`config.mk`:
```
export PLATFORM = sky130hd
export DESIGN_NAME = lcd_bus_monitor
export DESIGN_NICKNAME = d
export VERILOG_FILES = /design/src/rtl/lcd_bus_monitor.sv
export SDC_FILE = /design/constraint.sdc
export NUM_CORES = 1
export LEC_CHECK = 0
export ABC_AREA = 1
export ABC_CLOCK_PERIOD_IN_PS = 2300
export CAP_MARGIN = 40
export CORE_ASPECT_RATIO = 0.9
export CORE_MARGIN = 2
export CORE_UTILIZATION = 40
export CTS_CLUSTER_SIZE = 20
export DETAILED_ROUTE_END_ITERATION = 8
export PLACE_DENSITY = 0.64
export SLEW_MARGIN = 20
export SYNTH_ARGS = -nofsm -noshare
export SYNTH_HDL_FRONTEND = slang
export SYNTH_SLANG_ARGS = --single-unit
export TNS_END_PERCENT = 100
```
`constraint.sdc`:
```
create_clock -name clk -period 2.3 [get_ports clk]
set_input_delay 0.575 -clock clk [delete_from_list [all_inputs] [get_ports clk]]
set_output_delay 0.575 -clock clk [all_outputs]
set_load 0.01 [all_outputs]
```
`src/rtl/lcd_bus_monitor.sv`:
```
// Passive monitor for a 4-bit HD44780-style LCD bus: it checks the init sequence and timing,
// then reassembles nibble pairs into bytes.
module lcd_bus_monitor #(
  parameter int unsigned E_MIN_CYC     = 12,
  parameter int unsigned INIT_GAP1_CYC = 205000,
  parameter int unsigned INIT_GAP2_CYC = 5000,
  parameter int unsigned CMD_GAP_CYC   = 2000,
  parameter int unsigned NIB_GAP_CYC   = 50
) (
  input  logic       clk,
  input  logic       reset,
  input  logic       lcde,
  input  logic       lcdrs,
  input  logic       lcdrw,
  input  logic [3:0] lcddat,
  input  logic       clear_err,
  output logic       init_done,
  output logic       byte_valid,
  output logic [7:0] byte_data,
  output logic       byte_rs,
  output logic [3:0] err
);

  typedef enum logic [2:0] {S_INIT1, S_INIT2, S_INIT3, S_INIT4, S_HI, S_LO} state_t;

  localparam logic [19:0] CNT_MAX = 20'hFFFFF;
  localparam logic [19:0] E_MIN   = 20'(E_MIN_CYC);
  localparam logic [19:0] GAP1    = 20'(INIT_GAP1_CYC);
  localparam logic [19:0] GAP2    = 20'(INIT_GAP2_CYC);
  localparam logic [19:0] GAP_CMD = 20'(CMD_GAP_CYC);
  localparam logic [19:0] GAP_NIB = 20'(NIB_GAP_CYC);

  logic        lcde_q, lcdrs_q, lcdrw_q;
  logic [3:0]  lcddat_q;
  logic        rise, fall;
  logic [19:0] high_cnt, gap_cnt, req_gap;
  state_t      state, state_next;
  logic [3:0]  hi_nib;
  logic [3:0]  err_set;
  logic        init_set, hi_load, byte_load;

  // NOTE: sequential state uses non-blocking assignments so every register samples pre-edge values.
  always_ff @(posedge clk or posedge reset) begin
    if (reset) begin
      lcde_q   <= 1'b0;
      lcdrs_q  <= 1'b0;
      lcdrw_q  <= 1'b0;
      lcddat_q <= 4'h0;
    end else begin
      lcde_q   <= lcde;
      lcdrs_q  <= lcdrs;
      lcdrw_q  <= lcdrw;
      lcddat_q <= lcddat;
    end
  end

  assign rise = ~lcde_q & lcde;
  assign fall = lcde_q & ~lcde;

  // The gap counter starts saturated so the very first strobe never looks early.
  always_ff @(posedge clk or posedge reset) begin
    if (reset) begin
      high_cnt <= '0;
      gap_cnt  <= CNT_MAX;
    end else begin
      if (rise)                              high_cnt <= '0;
      else if (lcde_q && high_cnt != CNT_MAX) high_cnt <= high_cnt + 20'd1;
      if (fall)                              gap_cnt  <= '0;
      else if (!lcde_q && gap_cnt != CNT_MAX) gap_cnt  <= gap_cnt + 20'd1;
    end
  end

  always_comb begin
    case (state)
      S_INIT2:       req_gap = GAP1;
      S_INIT3:       req_gap = GAP2;
      S_INIT4, S_HI: req_gap = GAP_CMD;
      S_LO:          req_gap = GAP_NIB;
      default:       req_gap = '0;
    endcase
  end

  always_ff @(posedge clk or posedge reset) begin
    if (reset) state <= S_INIT1;
    else       state <= state_next;
  end

  // NOTE: every output of this block gets a default first, so no path can infer a latch.
  always_comb begin
    state_next = state;
    err_set    = '0;
    init_set   = 1'b0;
    hi_load    = 1'b0;
    byte_load  = 1'b0;
    if (rise && gap_cnt < req_gap) err_set[1] = 1'b1;
    if (fall) begin
      if (high_cnt < E_MIN) err_set[0] = 1'b1;
      if (lcdrw_q) begin
        err_set[3] = 1'b1;
      end else begin
        case (state)
          S_INIT1, S_INIT2, S_INIT3: begin
            if (lcddat_q == 4'h3) begin
              state_next = state_t'(state + 3'd1);
            end else begin
              err_set[2] = 1'b1;
              state_next = S_INIT1;
            end
          end
          S_INIT4: begin
            if (lcddat_q == 4'h2) begin
              init_set   = 1'b1;
              state_next = S_HI;
            end else begin
              err_set[2] = 1'b1;
              // 0x3 looks like a repeated function-set; stay put instead of restarting.
              state_next = (lcddat_q == 4'h3) ? S_INIT4 : S_INIT1;
            end
          end
          S_HI: begin
            hi_load    = 1'b1;
            state_next = S_LO;
          end
          S_LO: begin
            byte_load  = 1'b1;
            state_next = S_HI;
          end
          default: state_next = S_INIT1;
        endcase
      end
    end
  end

  // NOTE: hi_nib is reset as well, so a reset mid-byte can never leak a stale half into a later byte.
  always_ff @(posedge clk or posedge reset) begin
    if (reset) begin
      init_done  <= 1'b0;
      byte_valid <= 1'b0;
      byte_data  <= 8'h00;
      byte_rs    <= 1'b0;
      hi_nib     <= 4'h0;
      err        <= 4'h0;
    end else begin
      if (init_set) init_done <= 1'b1;
      if (hi_load)  hi_nib    <= lcddat_q;
      byte_valid <= byte_load;
      if (byte_load) begin
        byte_data <= {hi_nib, lcddat_q};
        byte_rs   <= lcdrs_q;
      end
      err <= (clear_err ? 4'h0 : err) | err_set;
    end
  end

endmodule

```
==> metrics <==
total track usage=18.6%; part of the cycle the worst path needs=95.3%; die height=101 um; Avg WL per Cell=13.9 um; final setup vio count=0; total clock sinks=69; Fmax achieved=456 MHz; detailed-route via count=3607; leakage power=2.33 nW; clock share of power=39.5%; worst slew pin tran=0.538 ns; commonest non-fill, non-tap cell in the layout=nand2_1; Worst-path clk slew=0.06 ns; DR iter-0 viols=196; crit path kind=flop to flop; Worst setup EP type=flop; I/O Buffers=24; mapped cell area=4170 sq um; Worst EP arrival=2.42 ns; Logic pwr share=18.7%; startpoint types=flop; Min Clock Period, post-route=2.19 ns; DPL Wire Length=7.09 mm; GPL Wtd Cong=0.881; number of nets in the layout=609; final wirelength=9.88 mm; PD cells=730 nW/um^2; share of cells above drive strength 1=14.2%; worst min path class=flop to flop; io pins=25; Syn Inst Count=540; die area=11300 sq um; Final ANT Viol Nets=0; deepest level of the CTS H-tree=3; Peak supply drop=0.000451 V; Sequential Power Share=41.8%; number of global-route vias before repair=3529; Area contributors post-synth=dfrtp_1 29%, nand2_1 17%, dfstp_2 13%; Syn-to-layout area delta=18.5%; Clock Tree Buf Depth=2; gr ovfl total=0; placed cell count=694; root buf cell=clkbuf_16; CTS tree=done; number of synthesized flops with an enable pin=0; Row Count=35; post-synthesis net count=570; number of distinct library cells after synthesis=37; critical path required time=2.52 ns; syn_area_per_cell=7.72 sq um; Antenna Cells=0; worst-path maximum fanout=4; synthesis warning total=0; Rel. slew slack=64.1%; Layout Cells excl Fill=713; Synth top area share=29.4%; Maximum Capacitance Violations=0; register area share after synthesis=42.0%; Primary FF master, synth=dfrtp_1; most frequent cells in the layout=186 x nand2_1, 54 x nor2_1, 49 x dfrtp_1; Post-route DRC=0; Tot Pwr=0.00361 W; fin. max-slew vios=0; drt via density=5.06; area leader, netlist=dfrtp_1; Sw Pwr=0.00104 W; initial antenna violation count=0; worst skew pair latency=0.33 ns; CTS buffer count=9; hold violation total from the final report=0; Starting Density=40.9%; total core area=10200 sq um; first-pass GRT wire length=16.8 mm; status=finished, final reports clean; final setup skew=0.00474 ns; fraction of registers with async set/reset=100%; internal power=0.00257 W; hold_buf cts=0; largest net degree at the start of global routing=70; fin util=48.4%; total iterations of the first detailed-routing run=5; Sw Share=28.8%; Min Hold Slack=0.469 ns; die span in x=112 um; flip-flop and latch count after synthesis=69
[worst paths after layout]
kind | start | end | slack (ns) | depth (start not counted)
max | state[1] | err[1] | 0.11 | 12
min | lcdrs_q | byte_rs | 0.47 | 2
max reg2reg | state[1] | err[1] | 0.11 | 12
min reg2reg | lcdrs_q | byte_rs | 0.47 | 2
max in group asynchronous | reset | gap_cnt[14] | 1.33 | 3
min in group asynchronous | reset | high_cnt[15] | 0.64 | 3
[cell families after synthesis]
group | after synthesis | share of synthesized area (%)
simple gates | 329 | 35.4
xor+xnor | 22 | 4.62
buf+inv | 55 | 5.76
compound gates | 45 | 6.18
fa+ha+maj | 20 | 6.00
flops | 69 | 42.0
[worst max-delay path: stages (launching register included)]
cell and delay, ns:
dfrtp_1 0.40, inv_2 0.08, ha_1 0.17, or2_2 0.30
o21ai_2 0.09, nand2_2 0.10, a21boi_2 0.16, ha_1 0.21
nand4_1 0.12, nor3_1 0.22, nand3_1 0.10, nand3b_1 0.09
nand2_1 0.05
[power groups by stage]
stage | sequential, W | combinational, W | clock (W)
final | 0.00151 | 0.000676 | 0.00142
after floorplan | 0.00152 | 0.000370 | 0
after global placement | 0.00152 | 0.000638 | 0
after CTS | 0.00150 | 0.000669 | 0.00146
after detailed placement | 0.00152 | 0.000656 | 0
after global routing | 0.00153 | 0.000759 | 0.00151
[through the flow]
stage,setup TNS (ns),setup slack [ns],instance area [sq um]
after floorplan,0,0.0182,4170
after global placement,0,0.161,4580
after detailed placement,0,0.00187,4590
after CTS,0,0.00163,4900
after global routing,-0.0184,-0.0184,4940
final,0,0.108,4940
[synthesized netlist by cell type, types with 3 or more instances]
library cell and n:
inv_1 42, xnor2_1 5, buf_6 3, nand4_1 18, ha_1 20, nor4_1 3
nand2_1 187, a21oi_1 10, dfstp_2 20, o22ai_1 4, o21ai_1 5, o21bai_1 3
xor2_1 17, nand3_1 34, nand2_2 4, nand2_4 4, or2_2 5, dfrtp_1 49
nor2_2 3, nor2_8 3, buf_2 3, nor3_1 7, o21ai_0 16, nor2_1 54
inv_2 3
[registers in the layout, indices dropped and copies added, names as in the netlist]
signal and count:
gap_cnt 20, high_cnt 20, byte_data 8, err 4, hi_nib 4, lcddat_q 4
state 3, byte_rs 1, byte_valid 1, init_done 1, lcde_q 1, lcdrs_q 1
lcdrw_q 1
[area by class of cell]
type                    instances  area [sq um]
fillers                       990          5260
multi-input cells             416          2200
flip-flops and latches         69          1750
repair buffers                 34           328
clock buffers                  10           239
inverters                      49           191
well taps                     129           161
clock inverters                 6          70.1
[metal layers]
metal | up-vias | track usage (%) | wire length, um
met5 | - | 0 | 0
met4 | 0 | 5.60 | 73
met3 | 6 | 4.03 | 525
met2 | 95 | 30.3 | 4590
met1 | 1675 | 25.2 | 4690
li1 | 1831 | - | -
[timing repair]
action	4_1_cts	5_1_grt
pin swaps	0	4
setup buffers	1	2
setup endpoints to repair	1	1
gates resized for setup	0	8
Power figures use the tool's default switching activity.
